--- config.mk ---
export PLATFORM = sky130hd
export DESIGN_NAME = aes_lite_engine
export DESIGN_NICKNAME = d
export VERILOG_FILES = /design/src/rtl/aes_lite_pkg.sv /design/src/rtl/aes_lite_round.sv /design/src/rtl/aes_lite_engine.sv
export SDC_FILE = /design/constraint.sdc
export NUM_CORES = 1
export LEC_CHECK = 0
export CAP_MARGIN = 10
export CORE_UTILIZATION = 55
export DETAILED_ROUTE_END_ITERATION = 16
export PLACE_DENSITY = 0.78
export SLEW_MARGIN = 25
export SYNTH_ARGS = -nofsm -noshare
export SYNTH_HDL_FRONTEND = slang
export SYNTH_SLANG_ARGS = --single-unit
--- constraint.sdc ---
create_clock -name clk -period 2.9 [get_ports clk]
set_input_delay 0.58 -clock clk [delete_from_list [all_inputs] [get_ports clk]]
set_output_delay 0.58 -clock clk [all_outputs]
set_load 0.02 [all_outputs]
--- src/rtl/aes_lite_pkg.sv ---
// aes_lite_pkg
// Shared types and primitives for the AES-lite iterative cipher.
//   state_e      : engine FSM encoding (IDLE, KEYEXP, ROUND, DONE)
//   sbox4/isbox4 : 4-bit substitution and its inverse
//   sub_nib      : forward S-box on every nibble of a 64-bit vector
//   inv_sub_nib  : inverse S-box on every nibble of a 64-bit vector
//   rotl8/rotr8  : byte rotation confined to the low nbytes bytes
//   rc           : round constant, the round index in the low byte
//   key_fwd      : rk_r     = ROTL(rk_{r-1}) ^ RC(r)
//   key_inv      : rk_{r-1} = ROTR(rk_r ^ RC(r))
// Every vector helper works on a 64-bit container. Callers zero-extend
// their W-bit values and keep only the low W bits of the result. Bits
// above the active width are don't-care.
package aes_lite_pkg;

    typedef enum logic [2:0] {
        IDLE   = 3'd0,
        KEYEXP = 3'd1,
        ROUND  = 3'd2,
        DONE   = 3'd3
    } state_e;

    function automatic logic [3:0] sbox4(input logic [3:0] x);
        case (x)
            4'h0: return 4'hC;
            4'h1: return 4'h5;
            4'h2: return 4'h6;
            4'h3: return 4'hB;
            4'h4: return 4'h9;
            4'h5: return 4'h0;
            4'h6: return 4'hA;
            4'h7: return 4'hD;
            4'h8: return 4'h3;
            4'h9: return 4'hE;
            4'hA: return 4'hF;
            4'hB: return 4'h8;
            4'hC: return 4'h4;
            4'hD: return 4'h7;
            4'hE: return 4'h1;
            default: return 4'h2;
        endcase
    endfunction

    function automatic logic [3:0] isbox4(input logic [3:0] x);
        case (x)
            4'h0: return 4'h5;
            4'h1: return 4'hE;
            4'h2: return 4'hF;
            4'h3: return 4'h8;
            4'h4: return 4'hC;
            4'h5: return 4'h1;
            4'h6: return 4'h2;
            4'h7: return 4'hD;
            4'h8: return 4'hB;
            4'h9: return 4'h4;
            4'hA: return 4'h6;
            4'hB: return 4'h3;
            4'hC: return 4'h0;
            4'hD: return 4'h7;
            4'hE: return 4'h9;
            default: return 4'hA;
        endcase
    endfunction

    function automatic logic [63:0] sub_nib(input logic [63:0] v);
        logic [63:0] r;
        r = '0;
        for (int i = 0; i < 16; i++) begin
            r[4*i +: 4] = sbox4(v[4*i +: 4]);
        end
        return r;
    endfunction

    function automatic logic [63:0] inv_sub_nib(input logic [63:0] v);
        logic [63:0] r;
        r = '0;
        for (int i = 0; i < 16; i++) begin
            r[4*i +: 4] = isbox4(v[4*i +: 4]);
        end
        return r;
    endfunction

    // Rotate left by one byte inside the low nbytes bytes. The top active
    // byte wraps into byte 0. The loops use only constant indices, so no
    // select ever falls outside the 64-bit container.
    function automatic logic [63:0] rotl8(input logic [63:0] v, input int nbytes);
        logic [63:0] r;
        r = '0;
        for (int i = 1; i < 8; i++) begin
            if (i < nbytes) begin
                r[8*i +: 8] = v[8*(i-1) +: 8];
            end
        end
        for (int j = 0; j < 8; j++) begin
            if (j == nbytes - 1) begin
                r[7:0] = v[8*j +: 8];
            end
        end
        return r;
    endfunction

    // Rotate right by one byte inside the low nbytes bytes. Byte 0 wraps
    // into the top active byte.
    function automatic logic [63:0] rotr8(input logic [63:0] v, input int nbytes);
        logic [63:0] r;
        r = '0;
        for (int i = 0; i < 7; i++) begin
            if (i < nbytes - 1) begin
                r[8*i +: 8] = v[8*(i+1) +: 8];
            end
        end
        for (int j = 0; j < 8; j++) begin
            if (j == nbytes - 1) begin
                r[8*j +: 8] = v[7:0];
            end
        end
        return r;
    endfunction

    function automatic logic [63:0] rc(input logic [3:0] r);
        return {60'd0, r};
    endfunction

    function automatic logic [63:0] key_fwd(input logic [63:0] rk, input logic [3:0] r,
                                            input int nbytes);
        return rotl8(rk, nbytes) ^ rc(r);
    endfunction

    function automatic logic [63:0] key_inv(input logic [63:0] rk, input logic [3:0] r,
                                            input int nbytes);
        return rotr8(rk ^ rc(r), nbytes);
    endfunction

endpackage

--- src/rtl/aes_lite_round.sv ---
// aes_lite_round
// Combinational datapath for one cipher round, in either direction.
//   s, rk        : current state and round key (W = 8*NBYTES bits)
//   decrypt      : 0 = forward round, 1 = inverse round
//   first_round  : round index is 1. In the inverse direction this is the
//                  final step, where rk0 is folded in.
//   round        : round index r, which feeds the round constant
//   s_next       : state after this round
//   rk_next      : rk_r for the forward direction, rk_{r-1} for the inverse
module aes_lite_round
    import aes_lite_pkg::*;
#(
    parameter int NBYTES = 2,
    localparam int W = 8 * NBYTES
) (
    input  logic [W-1:0] s,
    input  logic [W-1:0] rk,
    input  logic         decrypt,
    input  logic         first_round,
    input  logic [3:0]   round,
    output logic [W-1:0] s_next,
    output logic [W-1:0] rk_next
);

    always_comb begin
        s_next  = '0;
        rk_next = '0;
        if (decrypt) begin
            // The incoming rk is rk_r. Undo the key mix, the rotation and the
            // S-box, then step the key back to rk_{r-1}.
            rk_next = W'(key_inv(64'(rk), round, NBYTES));
            s_next  = W'(inv_sub_nib(rotr8(64'(s ^ rk), NBYTES)));
            if (first_round) begin
                // rk_next is rk0 here. Mixing it in now avoids a separate
                // whitening cycle.
                s_next = s_next ^ rk_next;
            end
        end else begin
            // Step the key forward to rk_r first. That new key is mixed into
            // this round's state.
            rk_next = W'(key_fwd(64'(rk), round, NBYTES));
            s_next  = W'(rotl8(sub_nib(64'(s)), NBYTES)) ^ rk_next;
        end
    end

endmodule

--- src/rtl/aes_lite_engine.sv ---
// aes_lite_engine
// Iterative SPN cipher engine. It runs one round per clock, in encrypt or
// decrypt mode per transaction, with valid/ready handshakes on both sides.
//   clk, rst     : clock (rising edge), asynchronous active-high reset
//   in_valid     : block/key/mode offered; accepted when in_ready is high
//   in_ready     : high only in IDLE
//   in_decrypt   : 0 = encrypt, 1 = decrypt; sampled at accept
//   in_data      : plaintext or ciphertext (W bits)
//   in_key       : round-0 key rk0 (W bits)
//   abort        : synchronous cancel back to IDLE; beats every transition
//   out_valid    : result valid; held until out_ready
//   out_ready    : consumer accepts the result
//   out_data     : result; keeps its last value after the handshake or abort
//   busy         : state is not IDLE
//   round_count  : current round index; 0 in IDLE and DONE
//   state        : FSM encoding (debug)
module aes_lite_engine
    import aes_lite_pkg::*;
#(
    parameter int NBYTES  = 2,
    parameter int NROUNDS = 4,
    localparam int W = 8 * NBYTES
) (
    input  logic         clk,
    input  logic         rst,
    input  logic         in_valid,
    output logic         in_ready,
    input  logic         in_decrypt,
    input  logic [W-1:0] in_data,
    input  logic [W-1:0] in_key,
    input  logic         abort,
    output logic         out_valid,
    input  logic         out_ready,
    output logic [W-1:0] out_data,
    output logic         busy,
    output logic [3:0]   round_count,
    output logic [2:0]   state
);

    localparam logic [3:0] LAST_ROUND = 4'(NROUNDS);

    state_e       st;
    logic [W-1:0] s;
    logic [W-1:0] rk;
    logic         decrypt;
    logic [W-1:0] s_nxt;
    logic [W-1:0] rk_nxt;
    logic         first_round;
    logic         last_round;

    assign state       = st;
    assign first_round = (round_count == 4'd1);
    // Encrypt counts up and ends at NROUNDS. Decrypt counts down and ends
    // at round 1.
    assign last_round  = decrypt ? first_round : (round_count == LAST_ROUND);

    aes_lite_round #(
        .NBYTES (NBYTES)
    ) u_round (
        .s           (s),
        .rk          (rk),
        .decrypt     (decrypt),
        .first_round (first_round),
        .round       (round_count),
        .s_next      (s_nxt),
        .rk_next     (rk_nxt)
    );

    always_ff @(posedge clk or posedge rst) begin
        if (rst) begin
            st          <= IDLE;
            in_ready    <= 1'b1;
            out_valid   <= 1'b0;
            out_data    <= '0;
            busy        <= 1'b0;
            round_count <= 4'd0;
            s           <= '0;
            rk          <= '0;
            decrypt     <= 1'b0;
        end else if (abort) begin
            // Drop the block. out_data keeps the previous result.
            st          <= IDLE;
            in_ready    <= 1'b1;
            out_valid   <= 1'b0;
            busy        <= 1'b0;
            round_count <= 4'd0;
        end else begin
            case (st)
                IDLE: begin
                    if (in_valid) begin
                        decrypt     <= in_decrypt;
                        rk          <= in_key;
                        round_count <= 4'd1;
                        in_ready    <= 1'b0;
                        busy        <= 1'b1;
                        if (in_decrypt) begin
                            // The inverse rounds need rk_N first, so the key
                            // schedule runs forward before any data round.
                            s  <= in_data;
                            st <= KEYEXP;
                        end else begin
                            // Initial whitening with rk0 happens at accept.
                            s  <= in_data ^ in_key;
                            st <= ROUND;
                        end
                    end
                end

                KEYEXP: begin
                    rk <= W'(key_fwd(64'(rk), round_count, NBYTES));
                    if (round_count == LAST_ROUND) begin
                        // round_count already equals N, which is the first
                        // inverse round.
                        st <= ROUND;
                    end else begin
                        round_count <= round_count + 4'd1;
                    end
                end

                ROUND: begin
                    s  <= s_nxt;
                    rk <= rk_nxt;
                    if (last_round) begin
                        st          <= DONE;
                        round_count <= 4'd0;
                        out_valid   <= 1'b1;
                        out_data    <= s_nxt;
                    end else if (decrypt) begin
                        round_count <= round_count - 4'd1;
                    end else begin
                        round_count <= round_count + 4'd1;
                    end
                end

                DONE: begin
                    if (out_ready) begin
                        st        <= IDLE;
                        out_valid <= 1'b0;
                        busy      <= 1'b0;
                        in_ready  <= 1'b1;
                    end
                end

                default: begin
                    st          <= IDLE;
                    in_ready    <= 1'b1;
                    out_valid   <= 1'b0;
                    busy        <= 1'b0;
                    round_count <= 4'd0;
                end
            endcase
        end
    end

endmodule

==> impl_metrics.py, run 1 <==
metrics = {
    "sta": {
        "setup_tns_ns": 0,
        "fin_crit_sh_pct": 90.1,
        "timing.fmax_mhz": 383,
        "fin_skew_ns": 0.00930,
        "fin_crit_ns": 2.61,
        "rsz0062_at_grt": "no",
        "maxSlewHeadroom_pct": 58.8,
        "drv_slew": 0,
        "tightest_slew_ns": 0.617,
        "setup_viol": 0,
        "hold_violations": 0,
    },
    "synthesis": {
        "synth.distinct_cells": 62,
        "synth_edf_count": 0,
        "ys_seq_area_share_pct": 25.1,
        "syn_nets": 752,
        "yosys_warnings": 0,
        "synth_area_per_cell_um2": 8.83,
        "mappedNetlistArea_um2": 5790,
        "ys_dominant_reg_cell": "dfrtp_1",
        "synthCells": 656,
        "async_flop_share_pct": 100,
        "ys_seq_elements": 58,
    },
    "global_route": {
        "antenna_found_initial": 0,
        "grt_pass1_wl_mm": 25.4,
        "overflow": 0,
        "grt_pass1_vias": 4980,
        "grt_max_degree": 33,
        "grt.total_usage_pct": 29.5,
    },
    "critical_path": {
        "crit_fanout": 7,
        "crit_path_end_kind": "register",
        "startpoint": "s[1]$_DFFE_PP0P_",
        "crit_required_ns": 3.18,
        "r2r_start": "s[1]$_DFFE_PP0P_",
        "crit_path_start_kind": "register",
        "criticalPathCategory": "reg -> reg",
        "worstPathArrival_ns": 2.89,
    },
    "route": {
        "wire_per_inst_um": 18.4,
        "postRouteWirelength_mm": 15.5,
        "num_vias": 5065,
        "ant_nets": 0,
        "viasPerCell": 5.99,
        "drt-initial-drc-count": 433,
        "drcViolationCount": 0,
        "dr.pass1.iters": 5,
    },
    "floorplan": {
        "initial_utilization_pct": 56.3,
        "fp.coreArea_um2": 10300,
        "die_h_um": 105,
        "dieArea_um2": 10900,
        "dieWidth_um": 105,
        "num_rows": 37,
        "ios": 64,
    },
    "finish": {
        "antenna_cells": 0,
        "final_area_um2": 6760,
        "fillerInstances": 850,
        "area_growth_pct": 16.8,
        "drive_above_1_share_pct": 10.3,
        "layout.nets": 802,
    },
    "outcome": {
        "status": "complete, no violations",
    },
    "clock_network": {
        "htreeDepth": 3,
        "cts_root_buf": "clkbuf_8",
        "cts_tree": "built",
        "clock_path_buffers": 2,
        "cts_made_buffers": 9,
        "path_clk_slew_ns": 0.07,
        "clock_latency_ns": 0.34,
        "clock_sinks": 58,
    },
    "worst_hold_path": {
        "hold_path.class": "reg -> reg",
        "hp-start": "out_data[6]$_DFFE_PP0P_",
    },
    "flow_run": {
        "maxCapViolCount": 0,
    },
    "placement": {
        "place_congestion": 0.904,
        "dp_hpwl_mm": 11.9,
        "dpl-instance-area_um2": 6570,
        "io_buffers": 62,
    },
}
-- layer usage --
| metal | share of wire, % | up-vias | routed length, um | global-route usage [%] |
|---|---|---|---|---|
| li1 | - | 2386 | - | - |
| met1 | 43 | 2414 | 6710 | 40.4 |
| met2 | 46 | 237 | 7170 | 47.4 |
| met3 | 8.6 | 28 | 1330 | 5.18 |
| met4 | 2.1 | 0 | 328 | 9.56 |
| met5 | 0 | - | 0 | 0 |
-- cell usage in the layout (no fill, tap or decap), drive strengths merged, types with 4 or more instances in the layout --
master / netlist / final
clkbuf: 24 / 12
mux2i: 31 / 31
o31ai: 6 / 6
nor2b: 25 / 25
o21ai: 44 / 44
dfrtp: 57 / 57
xor2: 23 / 23
nor3: 11 / 11
mux4: 16 / 16
inv: 39 / 39
a311oi: 8 / 8
a221oi: 4 / 4
a21o: 9 / 9
nand2b: 4 / 4
a31oi: 4 / 4
nor2: 45 / 45
clkdlybuf4s50: 0 / 62
o22ai: 4 / 4
a211oi: 6 / 6
a22oi: 5 / 5
buf: 22 / 23
mux2: 9 / 9
a21oi: 51 / 51
nand2: 52 / 52
nand3: 7 / 7
xnor2: 53 / 53
ha: 58 / 58
-- registers in the layout, indices dropped and copies added (netlist names) --
signal / cells
busy: 1
out_data: 16
s: 16
state: 2
decrypt: 1
in_ready: 1
rk: 16
out_valid: 1
round_count: 4
-- final cells by class --
| class | instances | area [um^2] | share of cell area, % |
|---|---|---|---|
| inverter | 40 | 150 | 2.22 |
| clock buffer | 12 | 145 | 2.15 |
| clock inverter | 3 | 40.0 | 0.592 |
| sequential | 58 | 1450 | 21.5 |
| timing repair buffer | 85 | 806 | 11.9 |
| tap | 136 | 170 | 2.52 |
| multi-input combinational | 512 | 4000 | 59.1 |
-- critical path, cell delays in order (launching register included) --
cell,delay [ns]
dfrtp_1,0.48
xnor2_2,0.37
inv_1,0.15
ha_1,0.41
mux4_2,0.48
or2_2,0.29
a311oi_1,0.26
a21o_1,0.12
-- cells by family (layout without fill, tap and decap cells) --
family | count (synthesis) | count (layout) | synth area share (%)
AO/OA/AOI/OAI | 161 | 161 | 17.3
XOR/XNOR | 76 | 76 | 12.4
adder cells (fa/ha/maj) | 58 | 58 | 12.5
buffers and inverters | 86 | 140 | 6.05
flip-flops | 58 | 58 | 25.1
multiplexers | 56 | 56 | 13.4
other | 1 | 1 | 0.0648
AND/OR/NAND/NOR | 160 | 160 | 13.2
-- cells in the mapped netlist, types with 2 or more instances --
cell type / instances / area [um^2]
mux2i_1: 31 / 310
clkbuf_1: 24 / 90.1
o311ai_0: 2 / 17.5
o221ai_1: 3 / 26.3
nand3_1: 7 / 35.0
o211ai_1: 3 / 22.5
nor3b_1: 2 / 15.0
o31ai_1: 6 / 45.0
a21oi_1: 51 / 255
xnor2_1: 50 / 438
xor2_1: 22 / 193
buf_1: 6 / 22.5
a221oi_1: 4 / 35.0
a21o_1: 9 / 67.6
o21ai_0: 44 / 220
nor2_1: 45 / 169
nor2b_1: 25 / 156
nand2b_1: 4 / 25.0
ha_1: 58 / 726
o32ai_1: 2 / 17.5
buf_4: 3 / 22.5
nand2_1: 52 / 195
mux2_2: 9 / 101
nor3_1: 11 / 55.1
a311oi_1: 8 / 70.1
nand3b_1: 2 / 15.0
buf_2: 13 / 65.1
mux4_2: 15 / 338
xnor2_4: 2 / 55.1
or3b_2: 2 / 17.5
a31oi_1: 4 / 25.0
inv_1: 39 / 146
a211oi_1: 6 / 45.0
a22oi_1: 5 / 37.5
dfrtp_1: 57 / 1430
o22ai_1: 4 / 25.0
-- path summary, 6_finish.rpt --
check / slack (ns) / cells past startpoint / end
min: 0.48 / 2 / out_data[6]$_DFFE_PP0P_
max reg2reg: 0.29 / 7 / s[11]$_DFFE_PP0P_
min reg2reg: 0.48 / 2 / out_data[6]$_DFFE_PP0P_
max: 0.29 / 7 / s[11]$_DFFE_PP0P_
max in group asynchronous: 1.59 / 3 / in_ready$_DFFE_PP1P_
min in group asynchronous: 0.64 / 2 / out_data[9]$_DFFE_PP0P_
-- metrics by stage --
step / setup WS (ns) / std cells / util, % / hold WS [ns]
finish: 0.287 / 846 / 65.8 / 0.480
detailed placement: 0.126 / 831 / 63.9 / 0.471
floorplan: 0.413 / 656 / - / 0.545
global placement: 0.307 / 831 / 63.9 / 0.463
global route: 0.110 / 846 / 65.8 / 0.512
CTS: 0.120 / 846 / 65.7 / 0.486
-- what timing repair did --
item	4_1_cts	5_1_grt
hold endpoints to repair	0	0
setup endpoints to repair	0	7
resized for setup	0	1
setup buffers	0	0
hold buffers	0	0
Power of run 1 is left out: the tool's default activity adds up to more than one toggle a clock period on the data nets, which glitch-free logic cannot reach.
==> inputs of run 2 (changes only) <==
--- a/config.mk
+++ b/config.mk
@@ -8,6 +8,7 @@
 export CAP_MARGIN = 10
 export CORE_UTILIZATION = 55
 export DETAILED_ROUTE_END_ITERATION = 16
+export GPL_ROUTABILITY_DRIVEN = 0
 export PLACE_DENSITY = 0.78
 export SLEW_MARGIN = 25
 export SYNTH_ARGS = -nofsm -noshare
==> results of run 2 <==
Same layout as run 1: the final DEF is identical, and so are final timing and power.
Power of run 2 is left out for the same reason.
==> inputs of run 3 (changes only) <==
--- a/config.mk
+++ b/config.mk
@@ -10,6 +10,7 @@
 export DETAILED_ROUTE_END_ITERATION = 16
 export GPL_ROUTABILITY_DRIVEN = 0
 export PLACE_DENSITY = 0.78
+export SETUP_SLACK_MARGIN = 0.02
 export SLEW_MARGIN = 25
 export SYNTH_ARGS = -nofsm -noshare
 export SYNTH_HDL_FRONTEND = slang
==> results of run 3 <==
Same layout as run 1: the final DEF is identical, and so are final timing and power.
Power of run 3 is left out for the same reason.
